## config.mk

```make
export PLATFORM = sky130hd
export DESIGN_NAME = l1_tcm_arbiter
export DESIGN_NICKNAME = d
export VERILOG_FILES = /design/src/rtl/drcp_pkg.sv /design/src/rtl/l1_tcm_arbiter_starve_cnt.sv /design/src/rtl/l1_tcm_arbiter.sv
export SDC_FILE = /design/constraint.sdc
export NUM_CORES = 1
export LEC_CHECK = 0
export ABC_CLOCK_PERIOD_IN_PS = 4400
export BUFFER_PORTS_ARGS = -buffer_cell sky130_fd_sc_hd__buf_2
export CORE_AREA = 2 2 104 106
export DETAILED_ROUTE_END_ITERATION = 10
export DIE_AREA = 0 0 106 108
export MAX_ROUTING_LAYER = met4
export PLACE_DENSITY_LB_ADDON = 0.15
export SLEW_MARGIN = 15
export SYNTH_ARGS = -nofsm -noshare
export SYNTH_HDL_FRONTEND = slang
export SYNTH_SLANG_ARGS = --single-unit
```

## constraint.sdc

```tcl
create_clock -name clk_i -period 4.4 [get_ports clk_i]
set_clock_uncertainty 0.15 [all_clocks]
set_input_delay 0.44 -clock clk_i [delete_from_list [all_inputs] [get_ports clk_i]]
set_output_delay 0.44 -clock clk_i [all_outputs]
set_load 0.03 [all_outputs]
```

## src/rtl/drcp_pkg.sv

```systemverilog
`default_nettype none
// +-----------------------------------------------------------------+
// | drcp_pkg : shared constants and types for the L1 TCM region     |
// | Rev 1.0                                                         |
// +-----------------------------------------------------------------+
package drcp_pkg;

    localparam int unsigned L1RAM_SIZE   = 32'h0000_4000;
    localparam int          STARVE_CNT_W = 8;

    typedef enum logic [1:0] {
        RSP_NONE,
        RSP_CORE,
        RSP_EXT,
        RSP_EXT_ERR
    } tcm_rsp_owner_e;

endpackage
`default_nettype wire

```

## src/rtl/l1_tcm_arbiter_starve_cnt.sv

```systemverilog
`default_nettype none
// +-----------------------------------------------------------------+
// | tcm_starve_cnt : saturating wait counter with force flag        |
// | Rev 1.0                                                         |
// +-----------------------------------------------------------------+
module tcm_starve_cnt
    import drcp_pkg::*;
#(
    parameter int STARVE_MAX = 4
) (
    input  logic clk_i,
    input  logic rst_i,
    input  logic inc_i,
    input  logic clr_i,
    output logic force_o
);

    localparam logic [STARVE_CNT_W-1:0] CNT_MAX = STARVE_CNT_W'(STARVE_MAX);

    logic [STARVE_CNT_W-1:0] cnt_q, cnt_d;

    always_comb begin
        cnt_d = cnt_q;
        if (clr_i) begin
            cnt_d = '0;
        end else if (inc_i && (cnt_q != CNT_MAX)) begin
            cnt_d = cnt_q + STARVE_CNT_W'(1);
        end
    end

    always_ff @(posedge clk_i or posedge rst_i) begin
        if (rst_i) begin
            cnt_q <= '0;
        end else begin
            cnt_q <= cnt_d;
        end
    end

    assign force_o = (cnt_q == CNT_MAX);

endmodule
`default_nettype wire

```

## src/rtl/l1_tcm_arbiter.sv

```systemverilog
`default_nettype none
// +-----------------------------------------------------------------+
// | l1_tcm_arbiter : core/external arbiter for the single-port TCM  |
// | Rev 1.0                                                         |
// +-----------------------------------------------------------------+
module l1_tcm_arbiter
    import drcp_pkg::*;
#(
    parameter int ADDR_WIDTH = 16,
    parameter int DATA_WIDTH = 32,
    parameter int STARVE_MAX = 4
) (
    input  logic                    clk_i,
    input  logic                    rst_i,
    input  logic                    c_req_i,
    input  logic                    c_we_i,
    input  logic [ADDR_WIDTH-1:0]   c_addr_i,
    input  logic [DATA_WIDTH-1:0]   c_wdata_i,
    input  logic [DATA_WIDTH/8-1:0] c_be_i,
    output logic                    c_gnt_o,
    output logic                    c_rvalid_o,
    output logic [DATA_WIDTH-1:0]   c_rdata_o,
    input  logic                    e_req_i,
    input  logic                    e_we_i,
    input  logic [ADDR_WIDTH-1:0]   e_addr_i,
    input  logic [DATA_WIDTH-1:0]   e_wdata_i,
    input  logic [DATA_WIDTH/8-1:0] e_be_i,
    output logic                    e_gnt_o,
    output logic                    e_rvalid_o,
    output logic                    e_err_o,
    output logic [DATA_WIDTH-1:0]   e_rdata_o,
    output logic                    m_en_o,
    output logic                    m_we_o,
    output logic [ADDR_WIDTH-1:0]   m_addr_o,
    output logic [DATA_WIDTH-1:0]   m_wdata_o,
    output logic [DATA_WIDTH/8-1:0] m_be_o,
    input  logic [DATA_WIDTH-1:0]   m_rdata_i
);

    logic           starve_force;
    logic           e_oor;
    logic           owner_rd_d, owner_rd_q;
    tcm_rsp_owner_e owner_d, owner_q;

    tcm_starve_cnt #(
        .STARVE_MAX (STARVE_MAX)
    ) u_starve_cnt (
        .clk_i   (clk_i),
        .rst_i   (rst_i),
        .inc_i   (e_req_i & ~e_gnt_o),
        .clr_i   (~e_req_i | e_gnt_o),
        .force_o (starve_force)
    );

    always_comb begin
        e_oor      = (32'(e_addr_i) >= L1RAM_SIZE) || (e_addr_i[1:0] != 2'b00);
        e_gnt_o    = e_req_i & (~c_req_i | starve_force);
        c_gnt_o    = c_req_i & ~e_gnt_o;
        m_en_o     = c_gnt_o | (e_gnt_o & ~e_oor);
        m_we_o     = c_we_i;
        m_addr_o   = c_addr_i;
        m_wdata_o  = c_wdata_i;
        m_be_o     = c_be_i;
        owner_d    = RSP_NONE;
        owner_rd_d = 1'b0;
        if (e_gnt_o) begin
            m_we_o     = e_we_i;
            m_addr_o   = e_addr_i;
            m_wdata_o  = e_wdata_i;
            m_be_o     = e_be_i;
            owner_d    = e_oor ? RSP_EXT_ERR : RSP_EXT;
            owner_rd_d = ~e_we_i & ~e_oor;
        end else if (c_gnt_o) begin
            owner_d    = RSP_CORE;
            owner_rd_d = ~c_we_i;
        end
    end

    always_ff @(posedge clk_i or posedge rst_i) begin
        if (rst_i) begin
            owner_q    <= RSP_NONE;
            owner_rd_q <= 1'b0;
        end else begin
            owner_q    <= owner_d;
            owner_rd_q <= owner_rd_d;
        end
    end

    // Read data is only forwarded to the owner of a read; writes and errors return zero.
    assign c_rvalid_o = (owner_q == RSP_CORE);
    assign e_rvalid_o = (owner_q == RSP_EXT) || (owner_q == RSP_EXT_ERR);
    assign e_err_o    = (owner_q == RSP_EXT_ERR);
    assign c_rdata_o  = (c_rvalid_o && owner_rd_q) ? m_rdata_i : '0;
    assign e_rdata_o  = ((owner_q == RSP_EXT) && owner_rd_q) ? m_rdata_i : '0;

endmodule
`default_nettype wire

```

==> results of run 1 <==
-- flip-flops by register name, summed over array words and instances (netlist names) --
| signal | cells |
|---|---|
| u_starve_cnt.cnt_q | 8 |
| owner_q | 2 |
| owner_rd_q | 1 |
-- placed cells by master, fill, tap and decap left out, types with 2 or more instances in the layout --
master                     count
sky130_fd_sc_hd__buf_2       264
sky130_fd_sc_hd__mux2_4       48
sky130_fd_sc_hd__and2_1       33
sky130_fd_sc_hd__and3_1       32
sky130_fd_sc_hd__dfrtp_1      11
sky130_fd_sc_hd__inv_1         7
sky130_fd_sc_hd__nor2_1        5
sky130_fd_sc_hd__mux2_2        5
sky130_fd_sc_hd__nand2_1       3
sky130_fd_sc_hd__nand3_1       3
sky130_fd_sc_hd__o21ai_0       3
sky130_fd_sc_hd__or3_1         3
sky130_fd_sc_hd__a21oi_1       3
sky130_fd_sc_hd__clkbuf_8      3
sky130_fd_sc_hd__a21o_1        2
sky130_fd_sc_hd__xor2_1        2
sky130_fd_sc_hd__ha_1          2
sky130_fd_sc_hd__buf_4         2
-- layer usage --
| metal | track usage [%] | vias to the layer above | part of all wire (%) |
|---|---|---|---|
| met3 | 2.89 | 4 | 9.0 |
| met1 | 13.3 | 1094 | 37 |
| met4 | 2.35 | 0 | 0.51 |
| li1 | - | 1179 | - |
| met5 | - | - | 0 |
| met2 | 24.3 | 157 | 54 |
-- logic make-up (layout without fill, tap and decap cells) --
kind of cell    count (synthesis)  in the layout  share of synthesized area (%)
compound gates                 12             12                           5.07
mux                            53             53                           41.4
flops                          11             11                           14.7
buf+inv                        23            278                           7.00
xor+xnor                        3              3                           1.40
fa+ha+maj                       2              2                           1.33
simple gates                   87             87                           29.1
-- metrics by stage --
stage,hold WS [ns],power (mW),cells,worst slack [ns],area [um2]
2_1_floorplan,0.142,0.332,191,1.81,1880
3_3_place_gp,0.322,0.457,578,1.60,3300
3_5_place_dp,0.313,0.458,578,1.63,3300
4_1_cts,0.0590,0.562,582,1.36,3340
5_1_grt,0.0774,0.587,582,1.21,3340
6_report,0.0404,0.553,582,1.43,3340
-- power by group --
| group | internal (mW) | total (mW) | switching (mW) | leakage [nW] |
|---|---|---|---|---|
| clock network | 0.0635 | 0.0997 | 0.0363 | 0.0228 |
| registers | 0.104 | 0.109 | 0.00526 | 0.147 |
| logic | 0.150 | 0.344 | 0.194 | 2.02 |
-- worst register-to-register path: stages (launching register included) --
cell and delay, ns:
sky130_fd_sc_hd__dfrtp_1 0.38, sky130_fd_sc_hd__inv_1 0.06, sky130_fd_sc_hd__ha_1 0.19, sky130_fd_sc_hd__and4bb_2 0.25, sky130_fd_sc_hd__a21boi_0 0.58, sky130_fd_sc_hd__o21bai_1 0.20
-- worst paths after layout --
path	endpoint
hold reg to reg	u_starve_cnt.cnt_q[0]
hold / removal	u_starve_cnt.cnt_q[0]
setup / recovery	m_be_o[3]
setup reg to reg	owner_q[0]
min in group clk_i	u_starve_cnt.cnt_q[0]
max in group asynchronous	u_starve_cnt.cnt_q[3]
-- final cells by class --
cell class | count | area [um2] | area share (%)
multi-input combinational | 157 | 1470 | 44.0
timing repair buffer | 267 | 1360 | 40.6
sequential | 11 | 275 | 8.24
tap | 136 | 170 | 5.09
clock buffer | 4 | 45.0 | 1.35
inverter | 7 | 26.3 | 0.786
==> impl_summary.log, run 1 <==
INFO  metric outcome = complete, no violations
INFO  metric slew_violations = 0
INFO  metric syn-instance-count = 191
INFO  metric maxCapViolCount = 0
INFO  metric port_buffers = 264
INFO  metric gr-total-overflow = 0
INFO  metric post-dp-hpwl = 6.90 mm
INFO  metric ys_types = 30
INFO  metric final_period_minus_worst_setup_slack = 2.97 ns
INFO  metric cts.sinks = 11
INFO  metric drt-pass1-iter-count = 4
INFO  metric buffers_plus_inverters_on_the_worst_setup_path = 3
INFO  metric worstPathRequired = roughly 3.8 ns
INFO  metric die_width = 106 um
INFO  metric worst_r2r_path_depth = 5
INFO  metric worst_path_dominant_cell_family = buffers and inverters
INFO  metric area.growth.synth_to_final = 78.2%
INFO  metric grt_max_degree = between 50 and 60
INFO  metric timing.rr.start = u_starve_cnt.cnt_q[0]
INFO  metric r2r_slack = 2.51 ns
INFO  metric htreeDepth = 1
INFO  metric tritoncts = yes
INFO  metric antenna_viol_nets_final = 0
INFO  metric routabilityCongestion = 0.765
INFO  metric synth_commonest_cells = 48 x sky130_fd_sc_hd__mux2_4, 33 x sky130_fd_sc_hd__and2_1, 32 x sky130_fd_sc_hd__and3_1, 11 x sky130_fd_sc_hd__dfrtp_1, 10 x sky130_fd_sc_hd__clkbuf_1
INFO  metric critPathSlowestCell = sky130_fd_sc_hd__dfrtp_1
INFO  metric yosys.cell_count.top_type = sky130_fd_sc_hd__mux2_4
INFO  metric number_of_global_route_vias_before_repair = 2265
INFO  metric critical_path.max_fanout = 50
INFO  metric finalCritPeriodShare = between 60% and 70%
INFO  metric synth.area.top_cells = sky130_fd_sc_hd__mux2_4 38%, sky130_fd_sc_hd__dfrtp_1 15%, sky130_fd_sc_hd__and2_1 11%
INFO  metric path_cells = inv_1, ha_1, and4bb_2, a2bb2oi_4, buf_12, mux2_2, buf_2
INFO  metric number_of_hold_buffers_added_after_cts = 0
INFO  metric max-slew-margin-rel = between 40% and 50%
INFO  metric final_layout_size_suffix_gt1_share = 73.1%
INFO  metric fmaxAchievable = 0.337 GHz
INFO  metric area_share_of_the_leading_cell_type_in_the_synthesized_netlist = 38.4%
INFO  metric power.density_cell_area = 165 nW/um2
INFO  metric timing.critical_path.depth = 7
INFO  metric max-clock-path-buffers = 2
INFO  metric synth-seq-area-share = 14.7%
INFO  metric cp_data_arrival_time = 2.38 ns
INFO  metric syn_area_per_cell = 9.82 um2
INFO  metric fin_util = around 33%
INFO  metric dominantRegCellSynth = sky130_fd_sc_hd__dfrtp_1
INFO  metric transition_time_at_the_pin_with_the_least_slew_margin = 0.840 ns
INFO  metric crit_path_end_kind = primary output
INFO  metric crit_path_start = u_starve_cnt.cnt_q[0]
INFO  metric groute.usage.overall = 12.6%
INFO  metric rows = 37
INFO  metric post_synth_edffs = 0
INFO  metric post_cts_resize_count = 0
INFO  metric timing_hold_violations_final = 0
INFO  metric drt_iter0_drc = 118
INFO  metric die_outline_area = 11400 um2
INFO  metric ys.warnings.count = 0
INFO  metric post_cts.repair.setup_buffers = 0
INFO  metric grt_setup_unrepaired = no
INFO  metric pin_count = roughly 270
INFO  metric worst_skew_pair.late_latency = 0.24 ns
INFO  metric leakagePower = between 2 and 2.5 nW
INFO  metric fill_cells = 1096
INFO  metric synth_seq_cells = 11
INFO  metric antenna_violations_before_repair = 0
INFO  metric via_count = 2434
INFO  metric detail_route.wirelength = 7.86 mm
INFO  metric drcViolationCount = 0
INFO  metric synth_top_area_cell = sky130_fd_sc_hd__mux2_4
INFO  metric fin_nets = 591
INFO  metric critical_path.startpoint_type = register
INFO  metric async_reset_ff_share = 100%
INFO  metric syn_nets = 335
INFO  metric avgRoutedWirePerCell = between 10 and 15 um
INFO  metric timing.final.setup_violations = 0
INFO  metric cpPeakStageDelay = ~0.38 ns
INFO  metric mapped_cell_area = roughly 1900 um2
INFO  metric coreArea = approximately 10000 um2
INFO  metric cts-buffers-inserted = 3
INFO  metric irDropWorstVdd = between 70 and 80 uV
INFO  metric setup_tns = 0 ns
INFO  metric fp.dieH = 108 um
INFO  metric via_per_inst = 4.18
INFO  metric worstHoldPathType = in2async
INFO  metric clk_root_buffer_cell = sky130_fd_sc_hd__clkbuf_8
INFO  metric criticalPathCategory = reg2out
INFO  metric initial_utilization = 18.3%
INFO  metric grt_pass1_wl = 11.2 mm
INFO  metric n_antenna_cell = 0
INFO  metric worst_setup_hold_path_clk_slew = 0.05 ns
(Power assumes the default switching activity.)
==> run 2, diff against run 1 <==
--- a/config.mk
+++ b/config.mk
@@ -5,7 +5,7 @@
 export SDC_FILE = /design/constraint.sdc
 export NUM_CORES = 1
 export LEC_CHECK = 0
-export ABC_CLOCK_PERIOD_IN_PS = 4400
+export ABC_CLOCK_PERIOD_IN_PS = 3000
 export BUFFER_PORTS_ARGS = -buffer_cell sky130_fd_sc_hd__buf_2
 export CORE_AREA = 2 2 104 106
 export DETAILED_ROUTE_END_ITERATION = 10
==> constraint.sdc (replaced) <==
create_clock -name clk_i -period 3 [get_ports clk_i]
set_clock_uncertainty 0.15 [all_clocks]
set_input_delay 0.3 -clock clk_i [delete_from_list [all_inputs] [get_ports clk_i]]
set_output_delay 0.3 -clock clk_i [all_outputs]
set_load 0.03 [all_outputs]
==> run 2 against run 1 <==
Net effect:
- routed wire length is 1.2% higher
- sequential power rose by 41%
- critical path depth is the same
- worst hold slack improved by 0.14 ns
- flip-flop and latch count did not move
- sequential share of layout area fell by 0.17 points
- critical endpoint is now m_wdata_o[12]
- core utilization increased by 0.68 points
- count of clock-buffer cells in the layout unchanged
- die area did not move
- clock power increased by 51%
- global-route usage up 0.11 points
- first-iteration DRC count fell by 6.8%
==> impl_summary.log, run 2 (synthesis results as in run 1) <==
INFO  metric fin_nets = 596 (+0.85%)
INFO  metric max_flop_register = u_starve_cnt.cnt_q
INFO  metric avgRoutedWirePerCell = 13.5 um (about the same)
INFO  metric outcome = complete, no violations
INFO  metric htreeDepth = 1 (unchanged)
INFO  metric power.density_cell_area = 241 nW/um2 (+46%)
INFO  metric max_reg_flops = 8 (unchanged)
INFO  metric final_layout_size_suffix_gt1_share = 73.2% (+0.077 points)
INFO  metric finalCritPeriodShare = 91.1%
INFO  metric tritoncts = yes
INFO  metric worst_setup_hold_path_clk_slew = 0.05 ns (about the same)
INFO  metric number_of_global_route_vias_before_repair = 2310 (+2.0%)
INFO  metric drt_iter0_drc = 110 (-6.8%)
INFO  metric power.total = 0.822 mW (+49%)
INFO  metric grt_pass1_wl = 11.4 mm (+1.5%)
INFO  metric max-clock-path-buffers = 2 (unchanged)
INFO  metric slew_violations = 0 (unchanged)
INFO  metric via_count = 2421 (-0.53%)
INFO  metric post_dp_cell_area = 3350 um2 (+1.7%)
INFO  metric crit_path_end_kind = primary output
INFO  metric final_period_minus_worst_setup_slack = 2.73 ns
INFO  metric port_buffers = 264 (unchanged)
INFO  metric timing.final.setup_violations = 0 (unchanged)
INFO  metric initial_utilization = 18.3% (unchanged)
INFO  metric cts-buffers-inserted = 3 (unchanged)
INFO  metric maxCapViolCount = 0 (unchanged)
INFO  metric path_cells = inv_1, ha_1, and4bb_2, a2bb2oi_4, buf_4, mux2_4, buf_2
INFO  metric worst_skew_pair.late_latency = 0.24 ns (about the same)
INFO  metric die_width = 106 um (unchanged)
INFO  metric die_outline_area = 11400 um2 (unchanged)
INFO  metric drcViolationCount = 0 (unchanged)
INFO  metric detail_route.wirelength = 7.95 mm (+1.2%)
INFO  metric cp_data_arrival_time = 2.28 ns (-0.10 ns)
INFO  metric groute.usage.overall = 12.8% (+0.11 points)
INFO  metric drt-pass1-iter-count = 4 (unchanged)
INFO  metric worst_path_dominant_cell_family = buffers and inverters
INFO  metric leading_cell_type_in_the_layout_fill_and_taps_excluded = sky130_fd_sc_hd__buf_2
INFO  metric max-slew-margin-rel = 43.8% (-0.24 points)
INFO  metric gr-total-overflow = 0 (unchanged)
INFO  metric placed_cells_incl_taps = 582 (+0.69%)
INFO  metric coreArea = 10200 um2 (unchanged)
INFO  metric via_per_inst = 4.11 (-1.7%)
INFO  metric critical_path.startpoint_type = register
INFO  metric critical_path.max_fanout = 9 (-82%)
INFO  metric transition_time_at_the_pin_with_the_least_slew_margin = 0.843 ns (+0.00357 ns)
INFO  metric criticalPathCategory = reg2out
INFO  metric routabilityCongestion = 0.793 (+3.6%)
INFO  metric area.growth.synth_to_final = 81.9%
INFO  metric cpPeakStageDelay = 0.40 ns (+0.02 ns)
INFO  metric buffers_plus_inverters_on_the_worst_setup_path = 3 (unchanged)
INFO  metric grt_setup_unrepaired = no
INFO  metric clk_root_buffer_cell = sky130_fd_sc_hd__clkbuf_8
INFO  metric pin_count = 265 (unchanged)
INFO  metric finalHoldWorstSlack = 0.184 ns (+0.143 ns)
INFO  metric timing_hold_violations_final = 0 (unchanged)
INFO  metric leakagePower = 2.22 nW (+1.5%)
INFO  metric layout_common_cells = 264 x sky130_fd_sc_hd__buf_2, 48 x sky130_fd_sc_hd__mux2_4, 33 x sky130_fd_sc_hd__and2_1, 32 x sky130_fd_sc_hd__and3_1, 11 x sky130_fd_sc_hd__dfrtp_1
INFO  metric antenna_viol_nets_final = 0 (unchanged)
INFO  metric antenna_violations_before_repair = 2 (+2)
INFO  metric fin_area = 3410 um2 (+2.1%)
INFO  metric cts.sinks = 11 (unchanged)
INFO  metric rows = 37 (unchanged)
INFO  metric fin_cells = 589 (+1.2%)
INFO  metric fmaxAchievable = 0.366 GHz
INFO  metric irDropWorstVdd = 106 uV (+39%)
INFO  metric post-dp-hpwl = 6.90 mm (about the same)
INFO  metric fp.dieH = 108 um (unchanged)
INFO  metric worstHoldPathType = in2reg
INFO  metric critPathSlowestCell = sky130_fd_sc_hd__a2bb2oi_4
INFO  metric grt_max_degree = 34 (-33%)
INFO  metric biggestRegsByFlops = u_starve_cnt.cnt_q x8, owner_q x2, owner_rd_q x1
INFO  metric worstPathRequired = 2.55 ns (-1.26 ns)
INFO  metric setup_tns = 0 ns (unchanged)
## run 2: layout make-up
| class | instances | area, um2 |
|---|---|---|
| well taps | 136 | 170 |
| flip-flops and latches | 11 | 275 |
| clock buffers | 4 | 45.0 |
| multi-input cells | 157 | 1470 |
| diodes | 2 | 5.00 |
| fillers | 1048 | 6820 |
| repair buffers | 272 | 1420 |
| inverters | 7 | 26.3 |
## run 2: worst min-delay path, stage by stage
cell                        delay, ns
sky130_fd_sc_hd__buf_2           0.09
sky130_fd_sc_hd__inv_1           0.03
sky130_fd_sc_hd__o2bb2ai_1       0.10
## run 2: layer usage
layer	vias to the layer above	wire length [um]	GRT usage (%)
li1	1192	-	-
met1	1071	3060	13.7
met2	156	4160	24.6
met3	2	718	3.07
met4	0	19	1.13
met5	-	0	-
## run 2: through the flow
stage	utilization [%]	worst slack, ns
finish	33.3	0.268
detailed placement	32.8	0.494
global placement	32.8	0.517
floorplan	-	0.552
CTS	33.3	0.222
global route	33.3	0.124
## run 2: what timing repair did
item / 4_1_cts / 5_1_grt
gates resized for setup: 0 / 0
setup buffers: 0 / 0
hold endpoints to repair: 11 / 0
hold buffers: 1 / 0
## run 2: path summary, 6_finish.rpt
kind | start | endpoint | slack (ns) | depth (start not counted)
min in group asynchronous | rst_i | u_starve_cnt.cnt_q[6] | 0.46 | 3
worst min register to register | u_starve_cnt.cnt_q[0] | u_starve_cnt.cnt_q[0] | 0.34 | 1
max in group asynchronous | rst_i | owner_q[0] | 1.93 | 3
worst max register to register | u_starve_cnt.cnt_q[0] | owner_q[0] | 1.19 | 5
worst min-delay path | c_we_i | owner_rd_q | 0.18 | 3
worst max-delay path | u_starve_cnt.cnt_q[0] | m_wdata_o[12] | 0.27 | 7
## run 2: report_power, final
| group | internal (mW) | switching (mW) |
|---|---|---|
| combinational | 0.228 | 0.289 |
| sequential | 0.152 | 0.00230 |
| clock | 0.0935 | 0.0572 |
| total | 0.474 | 0.349 |
